File: src/rtl/vga_stream_gen.sv
// VGA raster generator: programmable timing, latency-matched frame-buffer read,
// power-of-2 downscale, mono/RGB pixel modes and a frame-latched overlay rectangle.
module vga_stream_gen #(
  parameter int unsigned H_ACT    = 640,
  parameter int unsigned H_FP     = 16,
  parameter int unsigned H_SYNC   = 96,
  parameter int unsigned H_BP     = 48,
  parameter int unsigned V_ACT    = 480,
  parameter int unsigned V_FP     = 10,
  parameter int unsigned V_SYNC   = 2,
  parameter int unsigned V_BP     = 33,
  parameter bit          HS_POL   = 1'b0,
  parameter bit          VS_POL   = 1'b0,
  parameter int unsigned COL_W    = 4,
  parameter int unsigned PIX_W    = 12,
  parameter int unsigned SCALE_SH = 0,
  parameter int unsigned RD_LAT   = 1,
  parameter int unsigned ADDR_W   = 19,
  parameter logic [3*COL_W-1:0] BOX_RGB = 12'h0F0
) (
  input  logic              clk25,
  input  logic              rst_n,
  output logic              frame_rd,
  output logic [ADDR_W-1:0] frame_addr,
  input  logic [PIX_W-1:0]  frame_pixel,
  input  logic              mono,
  input  logic              box_en,
  input  logic [11:0]       box_x0,
  input  logic [11:0]       box_x1,
  input  logic [11:0]       box_y0,
  input  logic [11:0]       box_y1,
  output logic [COL_W-1:0]  vga_red,
  output logic [COL_W-1:0]  vga_green,
  output logic [COL_W-1:0]  vga_blue,
  output logic              vga_hsync,
  output logic              vga_vsync,
  output logic              frame_start
);

  localparam int unsigned H_TOTAL = H_ACT + H_FP + H_SYNC + H_BP;
  localparam int unsigned V_TOTAL = V_ACT + V_FP + V_SYNC + V_BP;
  localparam logic [11:0] H_LAST  = 12'(H_TOTAL - 1);
  localparam logic [11:0] V_LAST  = 12'(V_TOTAL - 1);
  localparam logic [11:0] H_ACT_C = 12'(H_ACT);
  localparam logic [11:0] V_ACT_C = 12'(V_ACT);
  localparam logic [11:0] HS_BEG  = 12'(H_ACT + H_FP);
  localparam logic [11:0] HS_END  = 12'(H_ACT + H_FP + H_SYNC);
  localparam logic [11:0] VS_BEG  = 12'(V_ACT + V_FP);
  localparam logic [11:0] VS_END  = 12'(V_ACT + V_FP + V_SYNC);
  localparam logic [11:0] S_MASK  = 12'((1 << SCALE_SH) - 1);
  localparam logic [ADDR_W-1:0] SRC_W = ADDR_W'(H_ACT >> SCALE_SH);
  localparam int unsigned DLY = RD_LAT + 1;

  logic [11:0]       h, v, v_nxt;
  logic [ADDR_W-1:0] row_base;
  logic              sh_en;
  logic [11:0]       sh_x0, sh_x1, sh_y0, sh_y1;
  logic              at_origin, ben, box_ok, in_x, in_y;
  logic [11:0]       bx0, bx1, by0, by1;
  logic              act0, hs0, vs0, hit0;
  logic [4:0]        ctl_pipe [DLY];
  logic [4:0]        ctl_d;
  logic [3*COL_W-1:0] rgb_nxt;

  assign v_nxt     = v + 12'd1;
  assign at_origin = (h == '0) && (v == '0);

  // The frame's first pixel uses the live box inputs, so the whole frame
  // sees the same rectangle that gets latched into the shadow registers.
  always_comb begin
    ben    = at_origin ? box_en : sh_en;
    bx0    = at_origin ? box_x0 : sh_x0;
    bx1    = at_origin ? box_x1 : sh_x1;
    by0    = at_origin ? box_y0 : sh_y0;
    by1    = at_origin ? box_y1 : sh_y1;
    act0   = (h < H_ACT_C) && (v < V_ACT_C);
    hs0    = (h >= HS_BEG) && (h < HS_END);
    vs0    = (v >= VS_BEG) && (v < VS_END);
    box_ok = ben && (bx0 <= bx1) && (by0 <= by1);
    in_x   = (h >= bx0) && (h <= bx1);
    in_y   = (v >= by0) && (v <= by1);
    hit0   = box_ok && ((((h == bx0) || (h == bx1)) && in_y) ||
                        (((v == by0) || (v == by1)) && in_x));
  end

  // Row base tracks (v >> SCALE_SH) * (H_ACT >> SCALE_SH) one line ahead of use.
  always_ff @(posedge clk25 or negedge rst_n) begin
    if (!rst_n) begin
      h        <= '0;
      v        <= '0;
      row_base <= '0;
    end else if (h == H_LAST) begin
      h <= '0;
      if (v == V_LAST) begin
        v        <= '0;
        row_base <= '0;
      end else begin
        v <= v_nxt;
        if ((v_nxt & S_MASK) == '0) row_base <= row_base + SRC_W;
      end
    end else begin
      h <= h + 12'd1;
    end
  end

  always_ff @(posedge clk25 or negedge rst_n) begin
    if (!rst_n) begin
      sh_en <= 1'b0;
      sh_x0 <= '0;
      sh_x1 <= '0;
      sh_y0 <= '0;
      sh_y1 <= '0;
    end else if (at_origin) begin
      sh_en <= box_en;
      sh_x0 <= box_x0;
      sh_x1 <= box_x1;
      sh_y0 <= box_y0;
      sh_y1 <= box_y1;
    end
  end

  always_ff @(posedge clk25 or negedge rst_n) begin
    if (!rst_n) begin
      frame_rd   <= 1'b0;
      frame_addr <= '0;
    end else begin
      frame_rd <= act0;
      if (act0) frame_addr <= row_base + ADDR_W'(h >> SCALE_SH);
    end
  end

  always_ff @(posedge clk25 or negedge rst_n) begin
    if (!rst_n) begin
      for (int unsigned i = 0; i < DLY; i++) ctl_pipe[i] <= '0;
    end else begin
      ctl_pipe[0] <= {act0, hs0, vs0, hit0, at_origin};
      for (int unsigned i = 1; i < DLY; i++) ctl_pipe[i] <= ctl_pipe[i-1];
    end
  end

  assign ctl_d = ctl_pipe[DLY-1];

  always_comb begin
    rgb_nxt = '0;
    if (ctl_d[4]) begin
      if (ctl_d[1])  rgb_nxt = BOX_RGB;
      else if (mono) rgb_nxt = {3{frame_pixel[COL_W-1:0]}};
      else           rgb_nxt = frame_pixel[3*COL_W-1:0];
    end
  end

  always_ff @(posedge clk25 or negedge rst_n) begin
    if (!rst_n) begin
      {vga_red, vga_green, vga_blue} <= '0;
      vga_hsync   <= ~HS_POL;
      vga_vsync   <= ~VS_POL;
      frame_start <= 1'b0;
    end else begin
      {vga_red, vga_green, vga_blue} <= rgb_nxt;
      vga_hsync   <= ctl_d[3] ? HS_POL : ~HS_POL;
      vga_vsync   <= ctl_d[2] ? VS_POL : ~VS_POL;
      frame_start <= ctl_d[0];
    end
  end

endmodule

File: config.mk
export PLATFORM = sky130hd
export DESIGN_NAME = vga_stream_gen
export DESIGN_NICKNAME = d
export VERILOG_FILES = /design/src/rtl/vga_stream_gen.sv
export SDC_FILE = /design/constraint.sdc
export NUM_CORES = 1
export LEC_CHECK = 0
export CAP_MARGIN = 30
export CORE_ASPECT_RATIO = 1.75
export CORE_MARGIN = 2
export CORE_UTILIZATION = 35
export DETAILED_ROUTE_END_ITERATION = 12
export SYNTH_ARGS = -nofsm -noshare
export SYNTH_HDL_FRONTEND = slang
export SYNTH_SLANG_ARGS = --single-unit
File: constraint.sdc
create_clock -name clk25 -period 5.3 [get_ports clk25]
set_clock_uncertainty 0.1 [all_clocks]
set_input_delay 1.325 -clock clk25 [delete_from_list [all_inputs] [get_ports clk25]]
set_output_delay 1.325 -clock clk25 [all_outputs]
set_load 0.005 [all_outputs]
==> run_results.csv <==
group,metric,value,unit
worst_hold_path,min_path_cells,0,
synthesis,yosysWarnings,0,
power_and_ir_drop,powerDensity,252.6,mW/mm^2
synthesis,synthFlopType,"dfrtp_1",
worst_setup_path,path_buf_inv,3,
synthesis,synth.area.top_cells,"dfrtp_1, ha_1, nand2_1",
clock_tree,numCtsBuffers,17,
synthesis,yosys.cell_count.top_type,"dfrtp_1",
routing,drt_wl_total,20030,um
sta,setup_viol,0,
worst_setup_path,crit_required,5.54,ns
synthesis,synth_adder_area_share,0.1213,
worst_setup_path,path_cells,"inv_1, ha_1, or4b_1, or2_1, nor2_2, buf_4, nand2_1, nand2_1, inv_1, ha_1, and3_1, a311oi_1, o21ai_0, a221oi_1, o221ai_1, a221oi_2",
worst_setup_path,crit_type,"flop to flop",
synthesis,synth_edf_count,0,
layout,area_delta_synth_final,24.95,%
synthesis,syn_nets,910,
global_route,grt_max_degree,71,
routing,vias_per_cell,5.183,
worst_setup_path,cp_top_family,"simple AND/OR/NAND/NOR gates",
synthesis,netlist.top_cell.by_area,"dfrtp_1",
flow_run,drv_cap,0,
synthesis,async_reset_ff_frac,1.000,
routing,num_vias,5935,
layout,nets,1013,
clock_tree,clock-sinks,129,
sta,slew-limit-headroom,0.5510,
global_route,grt_pass1_vias,6149,
worst_setup_path,crit_fanout,22,
sta,worst_slew_pin_slew,0.6710,ns
worst_setup_path,r2r-start,"v[1]",
layout,layout-drive-gt1-share,0.07839,
global_route,antenna_found_initial,0,
synthesis,synth_compound_area_frac,0.1235,
global_route,groute.usage.overall,0.1887,
synthesis,synth_seq_cells,129,
floorplanning,start_util,0.3557,
clock_tree,cts_tree,"done",
worst_setup_path,end_kind,"flop",
synthesis,synth_xor_area_frac,0.04470,
sta,slew_viol_final,0,
sta,min_period_over_period,0.8521,
routing,antenna_left,0,
floorplanning,die_area,0.02250,mm^2
placement,port_buffers,98,
floorplanning,core,0.02093,mm^2
clock_tree,clkTransAtPathRegs,0.06,ns
clock_tree,ctsRootBufferMaster,"clkbuf_16",
worst_setup_path,critPathMaxStageDelay,0.57,ns
synthesis,syn_inst,777,
clock_tree,clkLatencyLatePin,0.44,ns
routing,remaining_drc_errors,0,
placement,place.gp.congestion,0.8472,
power_and_ir_drop,power_leakage,4.511,nW
floorplanning,fp-row-count,70,
layout,n_antenna_cell,0,
worst_setup_path,rr_worst_depth,16,
sta,fmax,221.4,MHz
synthesis,synthDistinctLibCells,67,
worst_setup_path,slowest_stage,"or4b_1",
synthesis,synthMuxAreaShare,0.04688,
sta,fin_setup_tns,0,ns
synthesis,netlist_area,0.007446,mm^2
floorplanning,fp.dieW,114.3,um
clock_tree,cts_setup_buffers,0,
synthesis,yosys.area_share.simple,0.1822,
placement,place.detailed.hpwl,15090,um
sta,min_period,4.516,ns
worst_setup_path,critPathLaunch,"v[1]",
layout,stdcell_count,1145,
clock_tree,clk_path_buf_depth,2,
worst_setup_path,start_kind,"flop",
floorplanning,fp.dieH,197.0,um
synthesis,yosysSeqAreaShare,0.4339,
power_and_ir_drop,peakVddDrop,0.1490,mV
synthesis,yosys-top-cells-count,"dfrtp_1, nand2_1, ha_1, inv_1, o21ai_0",
global_route,grt_pass1_wl,32320,um
sta,hold_viol,0,
routing,firstDrtPassIters,4,
layout,fill_cells,1987,
routing,drt_iter0_drc,303,
sta,grt_setup_unrepaired,"no",
synthesis,synth_top_family_by_area,"simple AND/OR/NAND/NOR gates",
synthesis,synthDominantCellAreaShare,0.4268,
clock_tree,cts.repair.resized,0,
floorplanning,num_io_pins,99,
worst_hold_path,min_to,"ctl_d[2]",
worst_setup_path,r2r_end,"ctl_pipe[6]",
routing,wl_per_cell,17.49,um
synthesis,syn_avg_cell_area,9.583,um^2
placement,place_inst,1113,
worst_hold_path,hp-start,"ctl_pipe[7]",
clock_tree,htreeDepth,4,
global_route,grt_overflow,0,
worst_hold_path,worstHoldPathType,"flop to flop",
run_status,status,"complete, no violations",
clock_tree,hold_buffers,0,
worst_setup_path,r2r_slack,0.78,ns
worst_setup_path,cp.arrival,4.76,ns
==> where the power goes <==
part / switching (W) / internal, W / leakage (nW)
Sequential: 0.00000955 / 0.00101 / 1.62
Clock: 0.000474 / 0.000648 / 0.267
Combinational: 0.000103 / 0.000105 / 2.62
==> registers in the layout, indices dropped and copies added, names as in the netlist <==
signal and cells:
sh_y1 12, ctl_pipe 5, sh_en 1, vga_green 4, frame_addr 19, frame_start 1, vga_vsync 1, row_base 12
h 12, vga_red 4, sh_x1 12, v 12, sh_x0 12, ctl_d 5, vga_hsync 1, vga_blue 4
sh_y0 12
==> per-layer routing <==
metal | vias to the layer above | track usage | routed length, um
met5 | - | 0 | 0
met4 | 0 | 0.07769 | 561
met3 | 29 | 0.03659 | 822
met2 | 133 | 0.3369 | 10600
met1 | 2850 | 0.2183 | 8043
li1 | 2923 | - | -
==> placed cells by master, fill, tap and decap left out, drive strengths merged, types with 4 or more instances in the layout <==
cell type        n
a2111oi          4
a21o            16
a21oi           32
and2             7
and3             7
and4             6
buf             16
clkbuf          18
clkdlybuf4s50   97
clkinv           7
dfrtp          127
ha              69
inv             62
maj3             4
mux2             7
mux2i           27
nand2          110
nand2b          12
nand3           27
nand4           18
nor2            42
nor2b            9
nor3             9
nor4             5
nor4b            6
o211ai           4
o21a             7
o21ai           50
o221ai           4
o31ai            5
or3              4
xnor2           21
xor2            17
==> per-stage QoR <==
stage          setup WS (ns)  instance area, um^2  power (W)  hold slack [ns]    util
4_1_cts               0.7542                 9304   0.002379           0.2485  0.4445
3_5_place_dp          0.7796                 8746   0.001248           0.2358  0.4178
2_1_floorplan          1.174                 7446   0.001128           0.2312       -
3_3_place_gp          0.8816                 8718   0.001243           0.2348  0.4165
6_report              0.7838                 9304   0.002350           0.2451  0.4445
5_1_grt               0.4367                 9304   0.002445           0.2507  0.4445
==> worst max-delay path by stage <==
stage                       end  slack [ns]  cells after the start
finish              ctl_pipe[6]        0.78                     16
global route        ctl_pipe[6]        0.44                     16
CTS                 ctl_pipe[6]        0.75                     16
detailed placement  ctl_pipe[6]        0.78                     16
global placement    ctl_pipe[6]        0.88                     16
floorplan           ctl_pipe[6]        1.17                     19
==> area by class of cell <==
type,count,area (um^2),area share
multi-input combinational,560,3864,0.4153
sequential,129,3231,0.3472
inverter,59,221.5,0.02380
clock inverter,14,128.9,0.01385
timing repair buffer,113,1115,0.1198
tap,252,315.3,0.03389
clock buffer,18,429.2,0.04613
==> logic make-up (layout without fill, tap and decap cells) <==
group / count (synthesis) / count (layout)
multiplexers: 34 / 34
AND/OR/NAND/NOR: 273 / 273
AO/OA/AOI/OAI: 142 / 142
adder cells (fa/ha/maj): 73 / 73
buffers and inverters: 88 / 204
XOR/XNOR: 38 / 38
flip-flops: 129 / 129
Power figures use the tool's default switching activity.
